### src/rtl/noc_pkg.sv
// Shared definitions for the NoC network interface: flit type codes, field
// offsets and the encodings of the transmit and receive state machines.
package noc_pkg;

    localparam int FLIT_W_DEF = 8;
    localparam int NODE_W_DEF = 2;
    localparam int TYPE_W     = 2;

    localparam logic [1:0] FT_IDLE = 2'b00;
    localparam logic [1:0] FT_HEAD = 2'b01;
    localparam logic [1:0] FT_BODY = 2'b10;
    localparam logic [1:0] FT_TAIL = 2'b11;

    localparam logic [1:0] T_IDLE = 2'd0;
    localparam logic [1:0] T_HEAD = 2'd1;
    localparam logic [1:0] T_BODY = 2'd2;
    localparam logic [1:0] T_TAIL = 2'd3;

    localparam logic [1:0] R_HEAD = 2'd0;
    localparam logic [1:0] R_BODY = 2'd1;
    localparam logic [1:0] R_TAIL = 2'd2;

    // Head flit: type | dest | src | zero padding
    function automatic int head_dest_lsb(input int flit_w, input int node_w);
        return flit_w - TYPE_W - node_w;
    endfunction

    function automatic int head_src_lsb(input int flit_w, input int node_w);
        return flit_w - TYPE_W - 2 * node_w;
    endfunction

endpackage

### src/rtl/noc_ni_rx_assembler.sv
// Receive side of the network interface: rebuilds head/body/tail packets from
// the router's local output and holds one completed message for the PE.
//   state  | meaning
//   R_HEAD | waiting for a head flit
//   R_BODY | head seen, waiting for the body flit
//   R_TAIL | body seen, waiting for the tail flit
module noc_ni_rx_assembler
    import noc_pkg::*;
#(
    parameter int   FLIT_W = FLIT_W_DEF,
    parameter int   NODE_W = NODE_W_DEF,
    localparam int  PL_W   = 2 * (FLIT_W - TYPE_W)
) (
    input  logic              clk,
    input  logic              rst,
    input  logic [FLIT_W-1:0] flit_in,
    input  logic              flit_in_en,
    output logic              rx_valid,
    input  logic              rx_ready,
    output logic [PL_W-1:0]   rx_data,
    output logic [NODE_W-1:0] rx_src,
    output logic              rx_err,
    output logic              rx_overflow
);

    localparam int HALF_W  = FLIT_W - TYPE_W;
    localparam int SRC_LSB = head_src_lsb(FLIT_W, NODE_W);

    logic [1:0]        rx_state;
    logic [NODE_W-1:0] src_q;
    logic [HALF_W-1:0] upper_q;
    logic [1:0]        ftype;
    logic [HALF_W-1:0] payload;
    logic              complete;

    assign ftype    = flit_in[FLIT_W-1 -: TYPE_W];
    assign payload  = flit_in[HALF_W-1:0];
    assign complete = flit_in_en && (rx_state == R_TAIL) && (ftype == FT_TAIL);

    always_ff @(posedge clk) begin
        if (rst) begin
            rx_state    <= R_HEAD;
            src_q       <= '0;
            upper_q     <= '0;
            rx_valid    <= 1'b0;
            rx_data     <= '0;
            rx_src      <= '0;
            rx_err      <= 1'b0;
            rx_overflow <= 1'b0;
        end else begin
            rx_err <= 1'b0;
            if (flit_in_en && ftype != FT_IDLE) begin
                case (rx_state)
                    R_BODY: begin
                        case (ftype)
                            FT_HEAD: begin
                                rx_err <= 1'b1;
                                src_q  <= flit_in[SRC_LSB +: NODE_W];
                            end
                            FT_BODY: begin
                                upper_q  <= payload;
                                rx_state <= R_TAIL;
                            end
                            FT_TAIL: begin
                                rx_err   <= 1'b1;
                                rx_state <= R_HEAD;
                            end
                            default: ;
                        endcase
                    end
                    R_TAIL: begin
                        case (ftype)
                            FT_HEAD: begin
                                rx_err   <= 1'b1;
                                src_q    <= flit_in[SRC_LSB +: NODE_W];
                                rx_state <= R_BODY;
                            end
                            FT_BODY: begin
                                rx_err   <= 1'b1;
                                rx_state <= R_HEAD;
                            end
                            FT_TAIL: rx_state <= R_HEAD;
                            default: ;
                        endcase
                    end
                    default: begin
                        if (ftype == FT_HEAD) begin
                            src_q    <= flit_in[SRC_LSB +: NODE_W];
                            rx_state <= R_BODY;
                        end else begin
                            rx_err <= 1'b1;
                        end
                    end
                endcase
            end

            // A completed packet may only replace a message that is being consumed.
            if (complete) begin
                if (!rx_valid || rx_ready) begin
                    rx_valid <= 1'b1;
                    rx_data  <= {upper_q, payload};
                    rx_src   <= src_q;
                end else begin
                    rx_overflow <= 1'b1;
                end
            end else if (rx_ready) begin
                rx_valid <= 1'b0;
            end
        end
    end

endmodule

### src/rtl/noc_network_interface.sv
// PE-side endpoint of a router's local port: splits PE messages into 3-flit
// packets for injection and hands reassembled packets back to the PE.
//   state  | meaning
//   T_IDLE | ready to accept a PE message
//   T_HEAD | offering the head flit
//   T_BODY | offering the body flit (upper payload half)
//   T_TAIL | offering the tail flit (lower payload half)
module noc_network_interface
    import noc_pkg::*;
#(
    parameter int   FLIT_W = FLIT_W_DEF,
    parameter int   NODE_W = NODE_W_DEF,
    localparam int  PL_W   = 2 * (FLIT_W - TYPE_W)
) (
    input  logic              clk,
    input  logic              rst,
    input  logic [NODE_W-1:0] current_node,
    input  logic              tx_valid,
    output logic              tx_ready,
    input  logic [NODE_W-1:0] tx_dest,
    input  logic [PL_W-1:0]   tx_data,
    output logic [FLIT_W-1:0] flit_out,
    output logic              flit_valid,
    input  logic              noc_ready,
    input  logic [FLIT_W-1:0] flit_in,
    input  logic              flit_in_en,
    output logic              rx_valid,
    input  logic              rx_ready,
    output logic [PL_W-1:0]   rx_data,
    output logic [NODE_W-1:0] rx_src,
    output logic              rx_err,
    output logic              rx_overflow
);

    localparam int HALF_W   = FLIT_W - TYPE_W;
    localparam int DEST_LSB = head_dest_lsb(FLIT_W, NODE_W);
    localparam int SRC_LSB  = head_src_lsb(FLIT_W, NODE_W);

    logic [1:0]        tx_state;
    logic [NODE_W-1:0] dest_q;
    logic [NODE_W-1:0] src_q;
    logic [PL_W-1:0]   data_q;

    always_ff @(posedge clk) begin
        if (rst) begin
            tx_state <= T_IDLE;
            dest_q   <= '0;
            src_q    <= '0;
            data_q   <= '0;
        end else begin
            case (tx_state)
                T_IDLE: begin
                    if (tx_valid) begin
                        dest_q   <= tx_dest;
                        src_q    <= current_node;
                        data_q   <= tx_data;
                        tx_state <= T_HEAD;
                    end
                end
                T_HEAD:  if (noc_ready) tx_state <= T_BODY;
                T_BODY:  if (noc_ready) tx_state <= T_TAIL;
                default: if (noc_ready) tx_state <= T_IDLE;
            endcase
        end
    end

    assign tx_ready   = (tx_state == T_IDLE);
    assign flit_valid = (tx_state != T_IDLE);

    // Flits come purely from registered fields, so they hold while stalled.
    always_comb begin
        flit_out = '0;
        case (tx_state)
            T_HEAD: begin
                flit_out[FLIT_W-1 -: TYPE_W]  = FT_HEAD;
                flit_out[DEST_LSB +: NODE_W]  = dest_q;
                flit_out[SRC_LSB +: NODE_W]   = src_q;
            end
            T_BODY:  flit_out = {FT_BODY, data_q[PL_W-1 -: HALF_W]};
            T_TAIL:  flit_out = {FT_TAIL, data_q[HALF_W-1:0]};
            default: ;
        endcase
    end

    noc_ni_rx_assembler #(
        .FLIT_W (FLIT_W),
        .NODE_W (NODE_W)
    ) u_rx (
        .clk         (clk),
        .rst         (rst),
        .flit_in     (flit_in),
        .flit_in_en  (flit_in_en),
        .rx_valid    (rx_valid),
        .rx_ready    (rx_ready),
        .rx_data     (rx_data),
        .rx_src      (rx_src),
        .rx_err      (rx_err),
        .rx_overflow (rx_overflow)
    );

endmodule
### config.mk
export PLATFORM = sky130hd
export DESIGN_NAME = noc_network_interface
export DESIGN_NICKNAME = d
export VERILOG_FILES = /design/src/rtl/noc_pkg.sv /design/src/rtl/noc_ni_rx_assembler.sv /design/src/rtl/noc_network_interface.sv
export SDC_FILE = /design/constraint.sdc
export NUM_CORES = 1
export LEC_CHECK = 0
export BUFFER_PORTS_ARGS = -buffer_cell sky130_fd_sc_hd__buf_4
export CORE_MARGIN = 3
export CORE_UTILIZATION = 30
export DETAILED_ROUTE_END_ITERATION = 16
export HOLD_SLACK_MARGIN = 0.05
export PLACE_DENSITY_LB_ADDON = 0.12
export SYNTH_ARGS = -nofsm -noshare
export SYNTH_HDL_FRONTEND = slang
export SYNTH_SLANG_ARGS = --single-unit
### constraint.sdc
create_clock -name clk -period 1.5 [get_ports clk]
set_input_delay 0.3 -clock clk [delete_from_list [all_inputs] [get_ports clk]]
set_output_delay 0.3 -clock clk [all_outputs]
set_load 0.005 [all_outputs]
* After elaboration in Yosys (flattened, before gate mapping)
Cells that the tools add are included.
Storage, ports and cells: register bits after elaboration 45, bits of input ports 30, bits in read-only memories 0, latch bits 0, memory bits (writable) 0, output and inout port bits 27, memories 0
Cells by class: shift-type cells 0, magnitude comparators 0, equality and inequality tests 14, reduce and logical (&&, ||, !) cells 23, divide/modulo/power cells 0, muxes and demuxes 18, $mul 0, add/subtract/negate cells 0, bitwise logic cells 2
Operator list (count):
- 6-bit case mux with 3 select lines | 1
- 2-bit case mux with 2 select lines | 4
- 2-bit == test (second input constant) | 5
- 2-bit two-way mux | 5
- 2-bit AND reduction | 5
- 2-bit != test (second input constant) | 4
- 4-bit AND reduction | 2
- 2-bit nonzero test | 4
- 2-bit OR reduction | 4
- 2-bit by 1-bit == test with 1-bit output (second input constant) | 3
- 1-bit two-way mux | 6
- 2-bit case mux with 3 select lines | 1
- 1-bit logical AND | 3
- 3-bit by 2-bit != test with 1-bit output (second input constant) | 1
- 3-bit != test (second input constant) | 1
- 3-bit AND reduction | 1
- 3-bit nonzero test | 1
- 2-bit logical NOT | 1
- 1-bit NOT | 2
- 1-bit case mux with 2 select lines | 1
- 1-bit logical NOT | 1
- 1-bit logical OR | 1

* Longest topological paths before layout
Gate-level depths: netlist of the first run.
depth after elaboration 5, depth in mapped cells 7, depth with buffers taken out 5

* Hierarchy
From an unflattened synthesis of the first run, not the netlist that was laid out.
Unflattened totals: cell total of the unflattened synthesis 234, area, all modules 2095.8 um^2
Modules (own cells, without submodules):
- noc_ni_rx_assembler | seq. area each 540.5 um^2, area an instance 1247.4 um^2, times used 1, cells each 129
- noc_network_interface | seq. area each 360.3 um^2, area an instance 848.3 um^2, times used 1, cells each 105

* Worst setup path after synthesis of the first run
No wires, ideal clock.
kind register to register, from reg u_rx.rx_state[0], to reg u_rx.rx_state[1], stages on the path, launching flop included 6, setup time 0.066 ns, arrival 1.321 ns, path slack 0.113 ns, cells stage by stage dfxtp_1 inv_1 ha_1 or3_4 a41o_1 a21oi_2
On the way: longest elaborated chain between the ends 3
Ends and longest elaborated chain:
- start: declaration | RTL line noc_ni_rx_assembler.sv:29 | logic [1:0] rx_state;
- start signal: assignment | RTL line noc_ni_rx_assembler.sv:42 | rx_state <= R_HEAD;
- start signal: assignment | RTL line noc_ni_rx_assembler.sv:62 | rx_state <= R_TAIL;
- start signal: assignment | RTL line noc_ni_rx_assembler.sv:66 | rx_state <= R_HEAD;
- 2-bit by 1-bit == test with 1-bit output / 2-bit == test (equally long branches) | RTL line noc_ni_rx_assembler.sv:53 | case (rx_state)
- 3-bit by 2-bit != test with 1-bit output (no line) (tied with other cells)
- 4-bit AND reduction (no line)
Several ways; a longest one is shown, not always the timed one. A chain may end at the register's enable or synchronous reset.

* Worst setup path after layout of the first run
from reg tx_state[1], to out flit_out[3]
On the way: longest elaborated chain between the ends 2
Ends and longest elaborated chain:
- start: declaration | RTL line noc_network_interface.sv:39 | logic [1:0] tx_state;
- start signal: assignment | RTL line noc_network_interface.sv:46 | tx_state <= T_IDLE;
- start signal: assignment | RTL line noc_network_interface.sv:57 | tx_state <= T_HEAD;
- start signal: assignment | RTL line noc_network_interface.sv:60 | T_HEAD: if (noc_ready) tx_state <= T_BODY;
- 2-bit == test / 2-bit by 1-bit == test with 1-bit output (equally long branches) | RTL line noc_network_interface.sv:73 | case (tx_state)
- 6-bit case mux with 3 select lines (*) | RTL line noc_network_interface.sv:73
- end: declaration | RTL line noc_network_interface.sv:22 | output logic [FLIT_W-1:0] flit_out,
Mark *: on every way between the ends. The rest lies on a longest branch, timed or not.

==> metrics.md, run 1 <==
| Metric | Value |
|---|---|
| Outcome | finished with violations |
| Failing checks | setup timing |
| Layout cells sized above 1 | 34.0% |
| Vias per inst | ~5 |
| Vias in the first global route | 1767 |
| Synth Area in Adders | under 10% |
| Mapped Cells | 241 |
| Post-synth top cells | dfxtp_1 (45), a21oi_1 (37), nand2_1 (37) |
| Main flop type after synthesis | dfxtp_1 |
| Drt total wl | 5220 um |
| Fin. Hold Viols | 0 |
| Leak pwr | 1.28 nW |
| CTS Buf Count | 5 |
| Synth unique cells | 31 |
| Clk_lat worst skew | roughly 0.29 ns |
| Synth Area per Inst | 8.56 sq um |
| Fillers | 647 |
| Hold depth | 2 |
| Worst R2R Setup Slack | -0.05 ns |
| Overflow after GRT | 0 |
| Worst r2r src | tx_state[1] |
| #FFs+latches synth | 45 |
| Ant. Diodes | 0 |
| Worst setup EP type | output port |
| Post-Synth XOR/XNOR Area | 0% |
| Synth top area share | 43.7% |
| Worst slew pin tran | 0.575 ns |
| Nets | 356 |
| Maximum clock rate | 572 MHz |
| Final WS setup | -0.248 ns |
| Post-Syn Area | about 2100 sq um |
| GP Congestion | between 0.7 and 0.8 |
| Crit path DAT | 1.45 ns |
| Worst-path clk slew | roughly 0.080 ns |
| Global Route Usage Sum | 13.7% |
| Met1 Track Usage GR | 18.5% |
| CP startpoint kind | flip-flop |
| Initial antenna violation count | 0 |
| Pre-CTS WS | -0.116 ns |
| Largest net degree at the start of global routing | 25 |
| Multi-input gate area | between 1000 and 1500 sq um |
| YS warnings | 0 |
| Capture point of the worst reg-to-reg path | tx_state[0] |
| Worst hold path class | in -> reg |
| Met2 usage | between 20% and 30% |
| Slowest Stage Delay on Critical Path | 0.39 ns |
| Global-route wire length before repair | 8420 um |
| DP Wirelength | 3710 um |
| Crit-path cells | inv_4 -> ha_4 -> a222oi_1 -> nor2_1 -> buf_4 |
| Power density over cell area | ~1300 nW/um^2 |
| Total placed instance area | between 2000 and 3000 sq um |
| Register area share after synthesis | between 40% and 50% |
| Register area | 910 sq um |
| Hold_sp | noc_ready |
| Slowest cell on crit path | dfxtp_4 |
| Top-level I/O count | 57 |
| Chip width | 88.9 um |
| Rel. slew slack | 61.7% |
| Critical path type | reg -> out |
| Root Driver | clkbuf_8 |
| Reg2Reg Depth | 8 |
| Synth Area in Simple Gates | about a fifth |
| Worst-path maximum fanout | 6 |
| Total Power | 3.86 mW |
| H-tree Lvls | 2 |
| Setup TNS | -1.64 ns |
| Post-synth EDFFs | 0 |
| Grt met3 use | 3.50% |
| Worst EP required | 1.20 ns |
| Row cnt | 29 |
| P&R area growth vs syn | 42.5% |
| First DRT Iteration DRCs | 47 |
| Count leader, synth | dfxtp_1 |
| Worst vdd ir | between 0.0004 and 0.0005 V |
| Die area | 7900 sq um |
| Fin area | ~3000 sq um |
| Max-capacitance violation count | 0 |
| Worst hold path endpoint | tx_state[0] |
| Post-synthesis mux area share | under 10% |
| Average wire per standard cell | between 10 and 15 um |
| Count of final max-slew check failures | 0 |
| Core area | 6490 sq um |
| Clk sinks | 45 |
| Unrepaired setup endpoints after global routing | true |
| Compound-Gate Fraction of Synth Area | 18.3% |
| Clk buf depth | 2 |
| Starting Density | 31.7% |
| Mapped Nets | ~290 |
| Total iterations of the first detailed-routing run | 6 |
| Cell taking the most area after synthesis | dfxtp_1 |
| Final setup fails | 11 |
| Fin crit period | 1.75 ns |
| Remaining antenna violation count | 0 |
| DIE HEIGHT | between 80 and 90 um |
| Ys async rst share | 0% |
| Global-route layer with the greatest usage | met2 |
| CTS tree | built |
| Via Count | 1896 |
| Main combinational cell family by area after synthesis | simple AND/OR/NAND/NOR gates |
| Period utilization | 117% |
| Post-route DRC violation count | 0 |
| IO buf count | 56 |
| Clk_skew | 0.00990 ns |
| Largest cells by area after synthesis | dfxtp_1 (44%), ha_1 (9.1%), a21oi_1 (9.0%) |
## report_power, final
part	total (mW)	internal (mW)	switching, mW
clock	0.911	0.500	0.411
combinational	1.52	0.838	0.685
sequential	1.42	1.32	0.0981
total	3.86	2.66	1.19
## worst max path at each step
stage,startpoint,endpoint,depth (start not counted)
after floorplan,u_rx.rx_state[0],u_rx.rx_state[1],5
after global placement,tx_state[1],tx_state[0],6
after detailed placement,tx_state[1],flit_out[3],5
after CTS,tx_state[0],flit_out[3],5
after global routing,tx_state[1],flit_out[3],5
final,tx_state[1],flit_out[3],5
## state kept, by name (all words and copies together), names as in the netlist, 2 cells and up
signal         flops
u_rx.src_q         2
dest_q             2
u_rx.rx_src        2
tx_state           2
u_rx.rx_data      12
u_rx.upper_q       6
u_rx.rx_state      2
src_q              2
data_q            12
## layout by cell type, fill, tap and decap left out, types with 2 or more instances in the layout
| master | n |
|---|---|
| nand2_1 | 37 |
| and2b_1 | 2 |
| a22o_1 | 2 |
| dfxtp_4 | 2 |
| o21ai_0 | 16 |
| inv_1 | 4 |
| ha_1 | 10 |
| nand3_1 | 18 |
| inv_4 | 2 |
| nor2_2 | 2 |
| ha_4 | 4 |
| dfxtp_1 | 42 |
| nor2_1 | 14 |
| mux2i_1 | 7 |
| nand2b_1 | 6 |
| a222oi_1 | 4 |
| buf_4 | 67 |
| buf_6 | 9 |
| clkbuf_8 | 5 |
| a21oi_1 | 37 |
| buf_12 | 3 |
## per-stage QoR
step	hold WS, ns	utilization (%)	instances
after floorplan	0.411	-	241
after global placement	0.446	41.0	377
after detailed placement	0.449	41.0	377
after CTS	0.199	44.9	389
after global routing	0.219	45.3	389
final	0.222	45.3	389
## cells by family (layout without fill, tap and decap cells)
family,after synthesis,count (layout)
buf+inv,23,94
mux,7,7
fa+ha+maj,15,15
flops,45,45
simple gates,86,86
compound gates,65,65
## metal layers
layer  part of all wire [%]  up-vias
li1                       -      972
met1                     47      871
met2                     46       51
met3                    6.8        2
met4                   0.52        0
met5                      0        -
## worst max-delay path: cells and delay by family, from the launching register on
family	cells	cell delay, ns
buffers and inverters	2	0.19
adder cells (fa/ha/maj)	1	0.17
flip-flops	1	0.39
AO/OA/AOI/OAI	1	0.34
AND/OR/NAND/NOR	1	0.08
## layout make-up
cell class,instances,share of cell area [%]
inverter,7,1.23
timing repair buffer,79,22.6
multi-input combinational,173,38.1
clock inverter,2,1.32
sequential,45,30.9
clock buffer,6,2.47
tap,77,3.28
## repair_timing
action / CTS / global route
cloned: 0 / 0
buffers inserted: 4 / 0
endpoints found under the setup margin: 24 / 16
pin swaps: 10 / 4
hold buffers: 0 / 0
resized for setup: 30 / 7
Note: power is estimated with default switching activity, not from simulation.
==> inputs of run 2 (changes only) <==
Settings changed: PLACE_DENSITY_LB_ADDON 0.12 to unset, SETUP_SLACK_MARGIN set to 0.4.
==> run 2 against run 1 <==
Net effect:
- largest cell class unchanged
- hold slack worse by 0.025 ns
- die area unchanged
- the flow still finishes with violations (setup timing)
- register-to-register slack lost 0.12 ns
- highest routed layer unchanged
==> metrics.md, run 2 (synthesis gave the netlist of run 1 again) <==
| Metric | Value |
|---|---|
| Outcome | finished with violations |
| Failing checks | setup timing |
| Pre-CTS WS | -0.0544 ns (+0.0614 ns) |
| Worst-path clk slew | 0.08 ns (about the same) |
| Clk buf depth | 2 (unchanged) |
| Rel. slew slack | 64.0% (+2.3 points) |
| Post-route DRC violation count | 0 (unchanged) |
| Count of final max-slew check failures | 0 (unchanged) |
| Top-level I/O count | 57 (unchanged) |
| Clk_lat worst skew | 0.30 ns (about the same) |
| DIE HEIGHT | 88.9 um (unchanged) |
| Global Route Usage Sum | 15.2% (+1.5 points) |
| Total placed instance area | 2640 sq um (-1.0%) |
| Worst setup EP type | output port |
| Period utilization | 125% (+8.0 points) |
| Leak pwr | 1.48 nW (+16%) |
| DP Wirelength | 3620 um (-2.4%) |
| Worst hold path class | in -> reg |
| Most common cell after layout, fill and taps aside | buf_4 |
| Vias in the first global route | 1926 (+9.0%) |
| P&R area growth vs syn | 78.6% |
| Routed wl met2 | 3400 um (+42%) |
| Wire length on met3 | 323 um (-9.5%) |
| Die area | 7900 sq um (unchanged) |
| Maximum clock rate | 535 MHz (-6.4%) |
| Drt total wl | 6550 um (+26%) |
| WP buf/inv | 2 (unchanged) |
| Slowest cell on crit path | a222oi_1 |
| H-tree Lvls | 2 (unchanged) |
| Top sig layer | met4 |
| Fin crit period | 1.87 ns (+0.120 ns) |
| Average wire per standard cell | 16.3 um (+22%) |
| First DRT Iteration DRCs | 48 (+2.1%) |
| Initial antenna violation count | 0 (unchanged) |
| Largest net degree at the start of global routing | 36 (+44%) |
| Clk sinks | 45 (unchanged) |
| Total iterations of the first detailed-routing run | 4 (-2) |
| Slowest Stage Delay on Critical Path | 0.43 ns (+0.04 ns) |
| Vias per inst | 5.08 (+4.3%) |
| Critical path type | reg -> out |
| Worst EP required | 1.20 ns (about the same) |
| Clk_skew | 0.00614 ns (-0.00376 ns) |
| Core area | 6490 sq um (unchanged) |
| Via Count | 2039 (+7.5%) |
| Family with the most delay on the worst path | compound AO/OA/AOI/OAI gates |
| Fin. Hold Viols | 0 (unchanged) |
| Worst slew pin tran | 0.540 ns (-0.0349 ns) |
| Hold slack | 0.197 ns (-0.0251 ns) |
| Final WS setup | -0.368 ns (-0.120 ns) |
| Most frequent cells in the layout | buf_4 (65), a21oi_2 (33), dfxtp_1 (26), nand2_1 (20), dfxtp_2 (16) |
| Crit path DAT | 1.57 ns (+0.12 ns) |
| Layout cells sized above 1 | 69.8% (+36 points) |
| CTS tree | built |
| Worst vdd ir | 0.000499 V (+25%) |
| GP Congestion | 0.806 (+7.8%) |
| Chip width | 88.9 um (unchanged) |
| Routed length on met1 | 2730 um (+12%) |
| Fin area | 3680 sq um (+25%) |
| Crit-path cells | inv_4 -> ha_4 -> a222oi_1 -> nor2_1 -> buf_4 |
| Overflow after GRT | 0 (unchanged) |
| CP startpoint kind | flip-flop |
| Root Driver | clkbuf_8 |
| Max-capacitance violation count | 0 (unchanged) |
| Ant. Diodes | 0 (unchanged) |
| Total Power | 4.78 mW (+24%) |
| Starting Density | 31.7% (unchanged) |
| Largest regs | data_q (12), u_rx.rx_data (12), u_rx.upper_q (6) |
| Final setup fails | 28 (+17) |
| Nets | 368 (+3.4%) |
| Remaining antenna violation count | 0 (unchanged) |
| Worst-path maximum fanout | 5 (-1) |
| Row cnt | 29 (unchanged) |
| CTS Buf Count | 5 (unchanged) |
| Global-route wire length before repair | 9430 um (+12%) |
| Fillers | 536 (-17%) |
| IO buf count | 56 (unchanged) |
| Unrepaired setup endpoints after global routing | true |
| Power density over cell area | 1300 nW/um^2 (-1.1%) |
run 2: cell count changes in the layout (fill, tap and decap cells not counted), moves of 6 or more:
cell	previous run	this run
o21ai_4	0	6
nand3_2	0	15
o21ai_2	0	8
buf_6	9	15
o21ai_0	16	2
dfxtp_1	42	26
dfxtp_2	1	16
nand3_1	18	2
nand2_4	0	11
a21oi_1	37	5
nand2_1	37	20
a21oi_2	1	33
run 2: metal layers:
layer  global-route usage (%)  vias up
li1                         -     1002
met1                     18.8      962
met2                     26.8       64
met3                     2.95       11
met4                     4.53        0
met5                        0        -
run 2: worst paths after layout:
kind	start	end	slack, ns	depth (start not counted)
max	tx_state[1]	flit_out[5]	-0.37	5
min	noc_ready	tx_state[0]	0.20	2
max reg2reg	tx_state[0]	tx_state[1]	-0.17	9
min reg2reg	u_rx.upper_q[1]	u_rx.rx_data[7]	0.46	2
run 2: per-stage QoR:
step | setup TNS [ns] | util [%] | instances
3_3_place_gp | 0 | 40.6 | 366
5_1_grt | -5.48 | 56.7 | 401
6_report | -3.96 | 56.7 | 401
3_5_place_dp | -0.0667 | 40.6 | 366
2_1_floorplan | 0 | - | 241
4_1_cts | -1.91 | 49.7 | 391
run 2: cell type report:
class | count | area, sq um | area share, %
inverter | 7 | 36.3 | 0.985
timing repair buffer | 89 | 830 | 22.5
sequential | 45 | 932 | 25.3
clock inverter | 3 | 68.8 | 1.87
multi-input combinational | 175 | 1650 | 44.8
tap | 77 | 96.3 | 2.62
clock buffer | 5 | 68.8 | 1.87
run 2: repair_timing:
| item | CTS | global route |
|---|---|---|
| endpoints found under the setup margin | 51 | 66 |
| cloned | 4 | 0 |
| gates resized for setup | 85 | 101 |
| hold buffers | 0 | 0 |
| pin swaps | 31 | 56 |
| buffers inserted | 13 | 10 |
run 2: where the power goes:
group | leakage, nW | switching (mW) | internal, mW
sequential | 0.376 | 0.152 | 1.32
combinational | 1.03 | 0.977 | 1.21
clock | 0.0687 | 0.446 | 0.671
run 2: worst register-to-register path, delay by kind of cell, from the launching register on:
| kind | cells | cell delay, ns |
|---|---|---|
| compound gates | 1 | 0.16 |
| simple gates | 1 | 0.15 |
| flops | 1 | 0.41 |
| mux | 1 | 0.20 |
| fa+ha+maj | 1 | 0.16 |
| buf+inv | 5 | 0.52 |
==> inputs of run 3 (changes only) <==
Settings changed: RECOVER_POWER set to 100.
==> run 3 against run 2 <==
Net effect:
- the run still ends with setup timing left
- die area unchanged
- first-iteration DRC count grew 40%
- cell area decreased by 3.1%
- power down 0.45%
- non-clock buffer count did not move
- hold slack worse by 0.0010 ns
- critical path depth unchanged
- fmax is essentially flat
- final cell count unchanged
- largest power group unchanged
==> metrics.md, run 3 (synthesis gave the netlist of run 1 again) <==
| Metric | Value |
|---|---|
| Die area | 7900 sq um (unchanged) |
| Multi-input gate area | 1580 sq um (-4.3%) |
| Post-CTS Hold Buffers | 0 (unchanged) |
| Clk buf depth | 2 (unchanged) |
| WP depth | 5 (unchanged) |
| Setup TNS | -4.31 ns (-0.344 ns) |
| Drt total wl | 6550 um (about the same) |
| DP Wirelength | 3620 um (unchanged) |
| Global-route wire length before repair | 9430 um (unchanged) |
| Core area | 6490 sq um (unchanged) |
| Clk sinks | 45 (unchanged) |
| Failing checks | setup timing |
| Setup crit start | tx_state[1] |
| Clk_lat worst skew | 0.30 ns (about the same) |
| Clk_skew | 0.00503 ns (-0.00111 ns) |
| Post-layout util | 54.9% (-1.8 points) |
| Ant. Diodes | 0 (unchanged) |
| Family with the most delay on the worst path | compound AO/OA/AOI/OAI gates |
| Capture point of the worst reg-to-reg path | tx_state[1] |
| Fillers | 567 (+5.8%) |
| Period utilization | 125% (about the same) |
| Worst hold path class | in -> reg |
| Chip width | 88.9 um (unchanged) |
| Most common cell after layout, fill and taps aside | buf_4 |
| Clock power share | 23.5% (about the same) |
| Vias per inst | 5.09 (about the same) |
| Max-capacitance violation count | 0 (unchanged) |
| Worst-path clk slew | 0.08 ns (about the same) |
| Fin area | 3570 sq um (-3.1%) |
| IO buf count | 56 (unchanged) |
| Net Switching | 1.57 mW (-0.39%) |
| H-tree Lvls | 2 (unchanged) |
| CTS tree | built |
| Starting Density | 31.7% (unchanged) |
| Largest net degree at the start of global routing | 36 (unchanged) |
| Register area | 912 sq um (-2.1%) |
| Count of final max-slew check failures | 0 (unchanged) |
| Total placed instance area | 2640 sq um (unchanged) |
| Largest regs | data_q (12), u_rx.rx_data (12), u_rx.upper_q (6) |
| Worst slew pin tran | 0.522 ns (-0.0183 ns) |
| Most frequent cells in the layout | buf_4 (62), dfxtp_1 (42), a21oi_2 (26), nand2_1 (20) |
| Worst R2R Setup Slack | -0.16 ns (about the same) |
| Leak pwr | 1.45 nW (-2.2%) |
| Met1 Track Usage GR | 18.8% (unchanged) |
| Post-route DRC violation count | 0 (unchanged) |
| Slowest cell on crit path | a222oi_1 |
| Root Driver | clkbuf_8 |
| Grt met3 use | 2.95% (unchanged) |
| Hold slack | 0.196 ns (-0.00102 ns) |
| Global Route Usage Sum | 15.2% (unchanged) |
| First DRT Iteration DRCs | 67 (+40%) |
| DIE HEIGHT | 88.9 um (unchanged) |
| Int Power | 3.19 mW (-0.48%) |
| Worst-path maximum fanout | 5 (unchanged) |
| Top-level I/O count | 57 (unchanged) |
| Critical path type | reg -> out |
| Slowest Stage Delay on Critical Path | 0.42 ns (about the same) |
| Layout cells sized above 1 | 59.9% (-9.9 points) |
| Remaining antenna violation count | 0 (unchanged) |
| Combinational power share | 45.4% (-0.3 points) |
| Worst setup EP type | output port |
| Rel. slew slack | 65.2% (+1.2 points) |
| Fin. Hold Viols | 0 (unchanged) |
| CTS Buf Count | 5 (unchanged) |
| Fin crit period | 1.87 ns (+0.000437 ns) |
| Reg2Reg Depth | 9 (unchanged) |
| Vias in the first global route | 1926 (unchanged) |
| Met2 usage | 26.8% (unchanged) |
| Worst EP required | 1.20 ns (about the same) |
| Crit path DAT | 1.57 ns (about the same) |
| Switching Share | 33.0% (about the same) |
| Worst r2r src | tx_state[0] |
| Worst vdd ir | 0.000499 V (about the same) |
| Average wire per standard cell | 16.3 um (about the same) |
| Power density over cell area | 1330 nW/um^2 (+2.8%) |
| Overflow after GRT | 0 (unchanged) |
| Total iterations of the first detailed-routing run | 4 (unchanged) |
| Final WS setup | -0.369 ns (-0.000437 ns) |
| Sequential share of power | 31.0% (about the same) |
| Initial antenna violation count | 0 (unchanged) |
| Unrepaired setup endpoints after global routing | true |
| Row cnt | 29 (unchanged) |
| Maximum clock rate | 535 MHz (about the same) |
| Nets | 368 (unchanged) |
| Post-Layout Cell Count | 401 (unchanged) |
| WP buf/inv | 2 (unchanged) |
| Crit path capture | flit_out[5] |
| P&R area growth vs syn | 73.1% |
| Via Count | 2041 (+0.098%) |
| CP startpoint kind | flip-flop |
| Global-route layer with the greatest usage | met2 |
| Hold_sp | noc_ready |
| GP Congestion | 0.806 (unchanged) |
| Crit-path cells | inv_4 -> ha_4 -> a222oi_1 -> nor2_1 -> buf_4 |
| Dpl cells | 366 (unchanged) |
| Outcome | finished with violations |
| Final setup fails | 34 (+21%) |
-- run 3: timing repair --
action                     CTS  global route
buffers inserted            13            10
resized for setup           85           101
setup endpoints to repair   51            66
pin swaps                   31            56
gates cloned                 4             0
-- run 3: area by class of cell --
type / instances / area share (%)
Inverter: 7 / 1.02
Timing Repair Buffer: 89 / 22.6
Sequential cell: 45 / 25.6
Clock inverter: 3 / 1.93
Clock buffer: 5 / 1.93
Multi-Input combinational cell: 175 / 44.3
Tap cell: 77 / 2.70
-- run 3: per-layer routing --
layer / share of wire [%] / vias up
met2: 52 / 67
li1: - / 1000
met1: 42 / 963
met5: 0 / -
met4: 1.4 / 0
met3: 4.9 / 11
-- run 3: worst min-delay path by stage --
| stage | endpoint | slack, ns | cells after the start |
|---|---|---|---|
| after floorplan | tx_state[0] | 0.40 | 1 |
| after global placement | data_q[11] | 0.44 | 2 |
| after detailed placement | data_q[1] | 0.45 | 2 |
| after CTS | tx_state[0] | 0.18 | 2 |
| after global routing | tx_state[0] | 0.19 | 2 |
| final | tx_state[0] | 0.20 | 2 |
-- run 3: worst reg2reg max path, cell delays in order (launching register included) --
cell and delay [ns]:
dfxtp_4 0.41, inv_4 0.05, buf_6 0.11, buf_6 0.12, ha_4 0.16, buf_6 0.11, buf_8 0.13, nor3b_4 0.15
o22ai_2 0.16, mux2i_1 0.20
-- run 3: per-stage QoR --
step	worst slack, ns	total power, mW
after floorplan	0.169	2.07
after global placement	0.0105	2.46
after detailed placement	-0.0544	2.47
after CTS	-0.269	4.18
after global routing	-0.419	4.98
final	-0.369	4.76
-- run 3: power groups by stage --
stage	logic, mW	clock network (mW)	registers [mW]
floorplan	0.664	0	1.40
global placement	1.04	0	1.42
detailed placement	1.05	0	1.42
CTS	1.61	1.14	1.44
global route	2.29	1.19	1.49
finish	2.16	1.12	1.48
